[src/rtl/mr_issue_ctl_pkg.sv]
// Shared types and sizing for the issue controller and its scoreboard.
package mr_issue_ctl_pkg;

  localparam int DEF_NREGS     = 32;  // architectural registers, x0 never tracked
  localparam int DEF_REGSEL    = 5;   // register-select width
  localparam int DEF_PEND_BITS = 2;   // pending-write counter width (max 3 outstanding)

  // RUN: normal issue; BR_WAIT: branch in the ALU; FLUSH: one-cycle wrong-path discard.
  typedef enum logic [1:0] {
    IS_RUN,
    IS_BR_WAIT,
    IS_FLUSH
  } e_issue_state;

endpackage

[src/rtl/mr_scoreboard.sv]
// Per-register pending-write counters with three lookup ports.
// Lookup A/B report "write pending", lookup C reports "counter saturated".
module mr_scoreboard
  import mr_issue_ctl_pkg::*;
#(
  parameter int NREGS     = DEF_NREGS,
  parameter int REGSEL    = DEF_REGSEL,
  parameter int PEND_BITS = DEF_PEND_BITS
) (
  input  logic              clk,
  input  logic              rst,
  input  logic              inc_en,
  input  logic [REGSEL-1:0] inc_reg,
  input  logic              dec_en,
  input  logic [REGSEL-1:0] dec_reg,
  input  logic [REGSEL-1:0] look_a,
  input  logic [REGSEL-1:0] look_b,
  input  logic [REGSEL-1:0] look_c,
  output logic              busy_a,
  output logic              busy_b,
  output logic              full_c,
  output logic              any_busy
);

  localparam logic [PEND_BITS-1:0] CNT_MAX = '1;

  logic [PEND_BITS-1:0] cnt_reg  [NREGS];
  logic [PEND_BITS-1:0] cnt_next [NREGS];
  logic [NREGS-1:0]     nonzero;
  logic                 dec_err;

  // Per-register next count: an increment and decrement in the same cycle cancel;
  // a decrement of an empty counter is dropped so the count never wraps.
  for (genvar gi = 0; gi < NREGS; gi++) begin : g_cnt
    if (gi == 0) begin : g_x0
      assign cnt_next[gi] = '0;
    end else begin : g_trk
      logic inc_hit;
      logic dec_hit;
      assign inc_hit = inc_en && (inc_reg == REGSEL'(gi));
      assign dec_hit = dec_en && (dec_reg == REGSEL'(gi)) && (cnt_reg[gi] != '0);
      assign cnt_next[gi] = (inc_hit && !dec_hit) ? cnt_reg[gi] + 1'b1 :
                            (dec_hit && !inc_hit) ? cnt_reg[gi] - 1'b1 :
                                                    cnt_reg[gi];
    end
    assign nonzero[gi] = (cnt_reg[gi] != '0);
  end

  // Counter storage, cleared on reset.
  always_ff @(posedge clk) begin
    if (rst) begin
      for (int i = 0; i < NREGS; i++) cnt_reg[i] <= '0;
    end else begin
      cnt_reg <= cnt_next;
    end
  end

  assign busy_a   = (cnt_reg[look_a] != '0);
  assign busy_b   = (cnt_reg[look_b] != '0);
  assign full_c   = (cnt_reg[look_c] == CNT_MAX);
  assign any_busy = |nonzero;
  assign dec_err  = dec_en && (cnt_reg[dec_reg] == '0);

  // Retiring a write that was never issued is a protocol error upstream.
  a_no_dec_of_zero: assert property (@(posedge clk) disable iff (rst) !dec_err);

endmodule

[src/rtl/mr_issue_ctl.sv]
// Issue controller between ID and the ALU: RAW/WAW hazard stall, branch
// serialisation and a one-cycle flush after a taken branch.
module mr_issue_ctl
  import mr_issue_ctl_pkg::*;
#(
  parameter int NREGS     = DEF_NREGS,
  parameter int REGSEL    = DEF_REGSEL,
  parameter int PEND_BITS = DEF_PEND_BITS
) (
  input  logic              clk,
  input  logic              rst,
  input  logic              dec_valid,
  output logic              dec_ready,
  input  logic [REGSEL-1:0] dec_rs1,
  input  logic              dec_rs1_used,
  input  logic [REGSEL-1:0] dec_rs2,
  input  logic              dec_rs2_used,
  input  logic [REGSEL-1:0] dec_rd,
  input  logic              dec_is_br,
  output logic              alu_valid,
  input  logic              alu_ready,
  input  logic              br_done,
  input  logic              br_taken,
  input  logic              wb_valid,
  input  logic [REGSEL-1:0] wb_reg,
  output logic              flush,
  output logic              busy
);

  e_issue_state state_reg, state_next;
  logic rs1_busy, rs2_busy, rd_full, sb_busy;
  logic hazard, issue;

  mr_scoreboard #(
    .NREGS    (NREGS),
    .REGSEL   (REGSEL),
    .PEND_BITS(PEND_BITS)
  ) u_sb (
    .clk     (clk),
    .rst     (rst),
    .inc_en  (issue && (dec_rd != '0)),
    .inc_reg (dec_rd),
    .dec_en  (wb_valid && (wb_reg != '0)),
    .dec_reg (wb_reg),
    .look_a  (dec_rs1),
    .look_b  (dec_rs2),
    .look_c  (dec_rd),
    .busy_a  (rs1_busy),
    .busy_b  (rs2_busy),
    .full_c  (rd_full),
    .any_busy(sb_busy)
  );

  // RAW on any used nonzero source; WAW only once the destination counter is saturated.
  assign hazard = (dec_rs1_used && (dec_rs1 != '0) && rs1_busy) ||
                  (dec_rs2_used && (dec_rs2 != '0) && rs2_busy) ||
                  ((dec_rd != '0) && rd_full);

  // Next state and handshake outputs; only RUN passes instructions through.
  always_comb begin
    state_next = state_reg;
    alu_valid  = 1'b0;
    dec_ready  = 1'b0;
    flush      = 1'b0;
    issue      = 1'b0;
    case (state_reg)
      IS_RUN: begin
        alu_valid = dec_valid && !hazard;
        issue     = alu_valid && alu_ready;
        dec_ready = issue;
        if (issue && dec_is_br) state_next = IS_BR_WAIT;
      end
      IS_BR_WAIT: begin
        if (br_done) state_next = br_taken ? IS_FLUSH : IS_RUN;
      end
      IS_FLUSH: begin
        flush      = 1'b1;
        dec_ready  = 1'b1;
        state_next = IS_RUN;
      end
      default: state_next = IS_RUN;
    endcase
  end

  // State register.
  always_ff @(posedge clk) begin
    if (rst) state_reg <= IS_RUN;
    else     state_reg <= state_next;
  end

  assign busy = sb_busy || (state_reg != IS_RUN);

  // The ALU reports branch completion only for the branch it holds.
  a_br_done_in_wait: assert property (@(posedge clk) disable iff (rst)
                                      br_done |-> (state_reg == IS_BR_WAIT));

endmodule

[config.mk]
export PLATFORM = sky130hd
export DESIGN_NAME = mr_issue_ctl
export DESIGN_NICKNAME = d
export VERILOG_FILES = /design/src/rtl/mr_issue_ctl_pkg.sv /design/src/rtl/mr_scoreboard.sv /design/src/rtl/mr_issue_ctl.sv
export SDC_FILE = /design/constraint.sdc
export NUM_CORES = 1
export LEC_CHECK = 0
export CAP_MARGIN = 20
export CORE_ASPECT_RATIO = 0.75
export CORE_MARGIN = 5
export CORE_UTILIZATION = 45
export CTS_BUF_LIST = sky130_fd_sc_hd__clkbuf_4 sky130_fd_sc_hd__clkbuf_8
export CTS_CLUSTER_SIZE = 30
export DETAILED_ROUTE_END_ITERATION = 8
export DONT_BUFFER_PORTS = 1
export PLACE_DENSITY = 0.59
export SYNTH_ARGS = -nofsm -noshare
export SYNTH_HDL_FRONTEND = slang
export SYNTH_SLANG_ARGS = --single-unit
[constraint.sdc]
create_clock -name clk -period 4.2 [get_ports clk]
set_input_delay 0.84 -clock clk [delete_from_list [all_inputs] [get_ports clk]]
set_output_delay 0.84 -clock clk [all_outputs]
set_load 0.02 [all_outputs]
==> impl_metrics.json <==
{
  "grt_pass1_wl_um": 25200,
  "die_y_um": 102,
  "path_max_fanout": 34,
  "p_sw_share_pct": 26.3,
  "crit_required_ps": 3360,
  "combPwrFrac_pct": 10.0,
  "ant_nets": 0,
  "total_power_mw": 1.38,
  "yosys.area_share.xor_xnor_pct": 10.8,
  "cts_buffer_depth": 2,
  "postSynthCellCount": 602,
  "worstMarginPinSlew_ps": 766,
  "async_reset_ff_share_pct": 0,
  "slew_headroom_pct": 48.2,
  "setup_violations": 0,
  "dp_cells": 725,
  "postSynthAreaPerCell_um2": 8.36,
  "start_util_pct": 46.0,
  "dieArea_mm2": 0.0134,
  "drive_above_1_share_pct": 9.48,
  "cp.arrival_ps": 3020,
  "diodes": 0,
  "stdcell_count": 741,
  "gp_congestion": 0.998,
  "cts_sinks": 64,
  "largest_register_ffs": 62,
  "finClkSkew_ps": 10.3,
  "synth_top_family_by_area": "simple AND/OR/NAND/NOR gates",
  "dr.pass1.iters": 6,
  "dr.first_iter.drc_count": 518,
  "drt_wl_total_um": 16000,
  "track_usage_pct": 24.4,
  "cts-root-buf": "clkbuf_8",
  "setup_slack_ps": 338,
  "p_per_area_mw_per_mm2": 256,
  "setup_tns_ps": 0,
  "coreArea_mm2": 0.0109,
  "areaGrowthSynthToFinish_pct": 7.04,
  "placed_cell_area_mm2": 0.00516,
  "synth-compound-area-share_pct": 13.0,
  "startpoint_type": "input pin",
  "multi_input_area_mm2": 0.00359,
  "yosysTopAreaCell": "dfxtp_1",
  "drv_slew": 0,
  "synth-edff-count": 0,
  "portBuffers": 0,
  "cts_setup_buffers": 0,
  "max-vdd-ir-drop_v": 0.000150,
  "pwr-share-seq_pct": 44.7,
  "ys_seq_area_share_pct": 25.5,
  "num_rows": 33,
  "min_path_type": "flip-flop to flip-flop",
  "grt_pass1_vias": 4393,
  "finalHoldViolations": 0,
  "cts.clk_slew.worst_paths_ps": 80,
  "p_switching_uw": 363,
  "cts_resized": 0,
  "worstSetupEndpointType": "primary output",
  "synthesis.nets": 663,
  "ys_warn_count": 0,
  "via_per_inst": 6.32,
  "cts_hold_buf": 0,
  "min_path_cells": 2,
  "ys_top_cells_by_count": "94 x nor2_1, 64 x dfxtp_1, 62 x xor2_1",
  "seqCellArea_mm2": 0.00128,
  "yosys-mux-area-fraction_pct": 10.6,
  "clock_latency_ps": 360,
  "clockPowerShare_pct": 45.3,
  "p_int_mw": 1.02,
  "die_w_um": 132,
  "synth_top_area_share_pct": 25.5,
  "timing.fmax_mhz": 259,
  "synth_area_mm2": 0.00503,
  "ys_ff_latch": 64,
  "place_hpwl_um": 12400,
  "grt_max_degree": 65,
  "critPathKind": "input pin to primary output",
  "synth.distinct_cells": 53,
  "synth_fa_ha_area_share_pct": 7.71,
  "pre_cts_ws_ps": 268,
  "layout_min_cycle_time_ps": 3860,
  "tritoncts": "done",
  "htreeDepth": 3,
  "overflow": 0,
  "synth.most_common_cell": "nor2_1",
  "antenna_found_initial": 0,
  "cts_made_buffers": 9,
  "synth.area.top_cells": "dfxtp_1 25%, xor2_1 11%, mux4_2 8.1%",
  "cap_violations": 0,
  "ys.flop_type": "dfxtp_1",
  "rsz0062_at_grt": "no",
  "p_leak_nw": 2.04,
  "yosys.area_share.simple_pct": 29.3,
  "status": "finished clean",
  "post-route-period-util_pct": 91.9,
  "finalNetCount": 657,
  "route.detailed.drc": 0,
  "reg2regPathDepth": 10,
  "num_vias": 4680,
  "wl_per_cell_um": 21.7,
  "fin_area_mm2": 0.00539,
  "io_pins": 34,
  "fill_cells": 1065
}
critical path: stages:
cell,delay [ps]
mux4_2,490
mux4_2,490
o21ai_2,90
nand4_4,140
or2_1,520
nor3_1,250
buf_4,180
per-stage QoR:
step	utilization, %	hold WS, ps
4_1_cts	49.2	503
3_5_place_dp	47.1	492
6_report	49.2	501
5_1_grt	49.2	510
2_1_floorplan	-	468
3_3_place_gp	47.1	478
layer usage:
metal / wire length [µm] / global-route usage, % / share of wire [%] / up-vias
li1: - / - / - / 2208
met1: 7250 / 35.1 / 45 / 2187
met4: 251 / 6.64 / 1.6 / 0
met2: 6290 / 33.4 / 39 / 266
met3: 2250 / 9.83 / 14 / 19
met5: 0 / 0 / 0 / -
final cells by class:
class	count	share of cell area [%]
inverter	5	0.348
timing repair buffer	12	1.67
sequential	64	23.8
tap	140	3.25
clock buffer	10	2.56
clock inverter	6	1.70
multi-input combinational	504	66.7
cells in the final DEF (no fill, tap or decap), types with 4 or more instances in the layout:
cell | synthesis | layout
nor2_1 | 94 | 94
dfxtp_1 | 64 | 64
xor2_1 | 62 | 62
a21oi_1 | 39 | 39
o21ai_0 | 35 | 35
or3_1 | 34 | 34
ha_1 | 31 | 31
nand3b_1 | 25 | 25
nand2_1 | 21 | 21
nor3_1 | 20 | 20
mux4_2 | 18 | 18
nor2b_1 | 15 | 15
nor4_1 | 13 | 13
and3_1 | 13 | 13
buf_4 | 0 | 12
nand4_1 | 11 | 11
clkbuf_8 | 0 | 10
mux2i_1 | 7 | 7
nor4b_1 | 7 | 7
inv_1 | 5 | 5
nand2b_1 | 5 | 5
mux2_2 | 4 | 4
o211ai_1 | 4 | 4
a31oi_1 | 4 | 4
path summary, 6_finish.rpt:
kind | from | endpoint | slack, ps
setup / recovery | dec_rd[1] | alu_valid | 340
hold / removal | u_sb.cnt_reg[39]$_SDFFE_PP0P_ | u_sb.cnt_reg[39]$_SDFFE_PP0P_ | 500
setup reg to reg | u_sb.cnt_reg[28]$_SDFFE_PP0P_ | u_sb.cnt_reg[61]$_SDFFE_PP0P_ | 610
hold reg to reg | u_sb.cnt_reg[39]$_SDFFE_PP0P_ | u_sb.cnt_reg[39]$_SDFFE_PP0P_ | 500
kinds of logic (layout without fill, tap and decap cells):
family / after synthesis / count (layout)
flops: 64 / 64
fa+ha+maj: 31 / 31
mux: 30 / 30
simple gates: 272 / 272
compound gates: 109 / 109
buf+inv: 34 / 33
xor+xnor: 62 / 62
power groups by stage:
stage	clock network (mW)	registers (mW)	logic [mW]
after CTS	0.641	0.617	0.135
after floorplan	0	0.629	0.134
final	0.625	0.617	0.138
after global placement	0	0.631	0.134
after global routing	0.674	0.618	0.149
after detailed placement	0	0.631	0.135
(Power assumes the default switching activity.)
==> patch: new RTL, same settings <==
`DEF_REGSEL`: 5 -> 6.
--- a/src/rtl/mr_issue_ctl_pkg.sv
+++ b/src/rtl/mr_issue_ctl_pkg.sv
@@ -2,7 +2,7 @@
 package mr_issue_ctl_pkg;
 
   localparam int DEF_NREGS     = 32;  // architectural registers, x0 never tracked
-  localparam int DEF_REGSEL    = 5;   // register-select width
+  localparam int DEF_REGSEL    = 6;   // register-select width
   localparam int DEF_PEND_BITS = 2;   // pending-write counter width (max 3 outstanding)
 
   // RUN: normal issue; BR_WAIT: branch in the ALU; FLUSH: one-cycle wrong-path discard.
Ports: changed (resized dec_rd, dec_rs1, dec_rs2 and wb_reg); port bits go from 34 to 38. The function was not compared with the original's and may differ.
==> patch against the original RTL <==
- non-clock buffer count fell by 6
- hold slack got worse by 0.0080 ns
- combinational power fell by 15%
- highest routed layer unchanged
- cell area fell by 4.8%
- wire length fell by 4.8%
- core utilization fell by 1.8 points
- critical endpoint is now dec_ready
- critical path depth rose by 1
- sequential cell count did not move
- sequential power fell by 0.8%
- power fell by 12%
- worst setup slack improved by 0.17 ns
- via count fell by 3.0%
- die area fell by 1.9%
- synthesized area fell by 2.0%
==> patch: results (changes against the original RTL) <==
| Metric | Value |
|---|---|
| Clock Pin Slew Worst Setup and Hold Paths | 0.06 ns (was 0.08 ns) |
| Largest net degree at the start of global routing | 64 (was 65) |
| Max reg flops | 62 (unchanged) |
| Hpwl dp | 11.5 mm (was 12.4 mm) |
| Initial DRC Count | 445 (was 518) |
| Share of post-route cells with drive strength above 1 | 0.0833 (was 0.0948) |
| Worst vdd ir | 0.000143 V (was 0.000150 V) |
| Post-layout net count | 650 (was 657) |
| Clk_skew | 0.0101 ns (was 0.0103 ns) |
| R2R setup slack | 0.70 ns (was 0.61 ns) |
| Status | finished, final reports clean (unchanged) |
| Drt total wl | 15.3 mm (was 16.0 mm) |
| Post-Syn Nets | 665 (was 663) |
| Worst Path Max Fanout | 8 (was 34) |
| Via Count | 4539 (was 4680) |
| Slew @ Worst Pin | 0.841 ns (was 0.766 ns) |
| Slowest cell on the critical path | or4_1 (was or2_1) |
| Top post-synthesis cells by area | dfxtp_1, xor2_1, ha_1 (was dfxtp_1, xor2_1, mux4_2) |
| Fill count | 1069 (was 1065) |
| Pre-antenna DRT Iters | 5 (was 6) |
| Synth cell types | 54 (was 53) |
| Register area share after synthesis | 0.260 (was 0.255) |
| Area share of the largest cell type after synthesis | 0.260 (was 0.255) |
| Worst hold slack | 0.493 ns (was 0.501 ns) |
| Total global-route track usage | 0.240 (was 0.244) |
| Static Leak | 1.88 nW (was 2.04 nW) |
==> patch: changes by cell type after synthesis, sizes merged, moves of 5 or more <==
cell	change
and3	-13
mux4	-6
nand2	+5
nand3	+15
nand3b	+7
nor2	-13
nor2b	-9
nor3	+24
nor4	-9
nor4b	-6
==> patch: layout make-up <==
type,count,share of cell area
clock buffers,13,0.0312
repair buffers,6,0.00878
flip-flops and latches,64,0.250
clock inverters,1,0.000976
well taps,140,0.0342
inverters,6,0.00439
multi-input cells,498,0.671
==> patch: stage by stage <==
step	instance area [um2]	cells	setup WS [ns]
after floorplan	4930	600	0.555
after global placement	4960	714	0.380
after detailed placement	4960	714	0.295
after CTS	5130	728	0.552
after global routing	5130	728	0.405
final	5130	728	0.508
==> patch: final timing paths <==
path                                    to                          start  cells after the start
max                              dec_ready                     dec_rs1[0]                      8
min reg2reg  u_sb.cnt_reg[21]$_SDFFE_PP0P_  u_sb.cnt_reg[21]$_SDFFE_PP0P_                      2
max reg2reg  u_sb.cnt_reg[39]$_SDFFE_PP0P_  u_sb.cnt_reg[26]$_SDFFE_PP0P_                     11
min          u_sb.cnt_reg[21]$_SDFFE_PP0P_  u_sb.cnt_reg[21]$_SDFFE_PP0P_                      2
==> patch: worst max-delay path: cells and delay by family <==
kind                   cells  cell delay, ns
AO/OA/AOI/OAI              5            1.07
AND/OR/NAND/NOR            2            0.77
buffers and inverters      1            0.16
==> patch: per-layer routing <==
layer  wire length (um)  up-vias  global-route usage
met1               7410     2190               0.351
met4                172        0              0.0458
met3               1270       18              0.0710
met2               6410      168               0.350
met5                  0        -                   0
li1                   -     2163                   -
==> patch: power breakdown <==
group	leakage, nW	internal (mW)	switching (mW)
clock network	0.0896	0.243	0.238
registers	0.515	0.609	0.00316
logic	1.27	0.0444	0.0727
==> patch: cells by family after synthesis <==
group | Yosys count | share of synthesized area
adder cells (fa/ha/maj) | 31 | 0.0787
AO/OA/AOI/OAI | 113 | 0.144
flip-flops | 64 | 0.260
AND/OR/NAND/NOR | 273 | 0.294
buffers and inverters | 38 | 0.0424
XOR/XNOR | 62 | 0.110
multiplexers | 19 | 0.0703
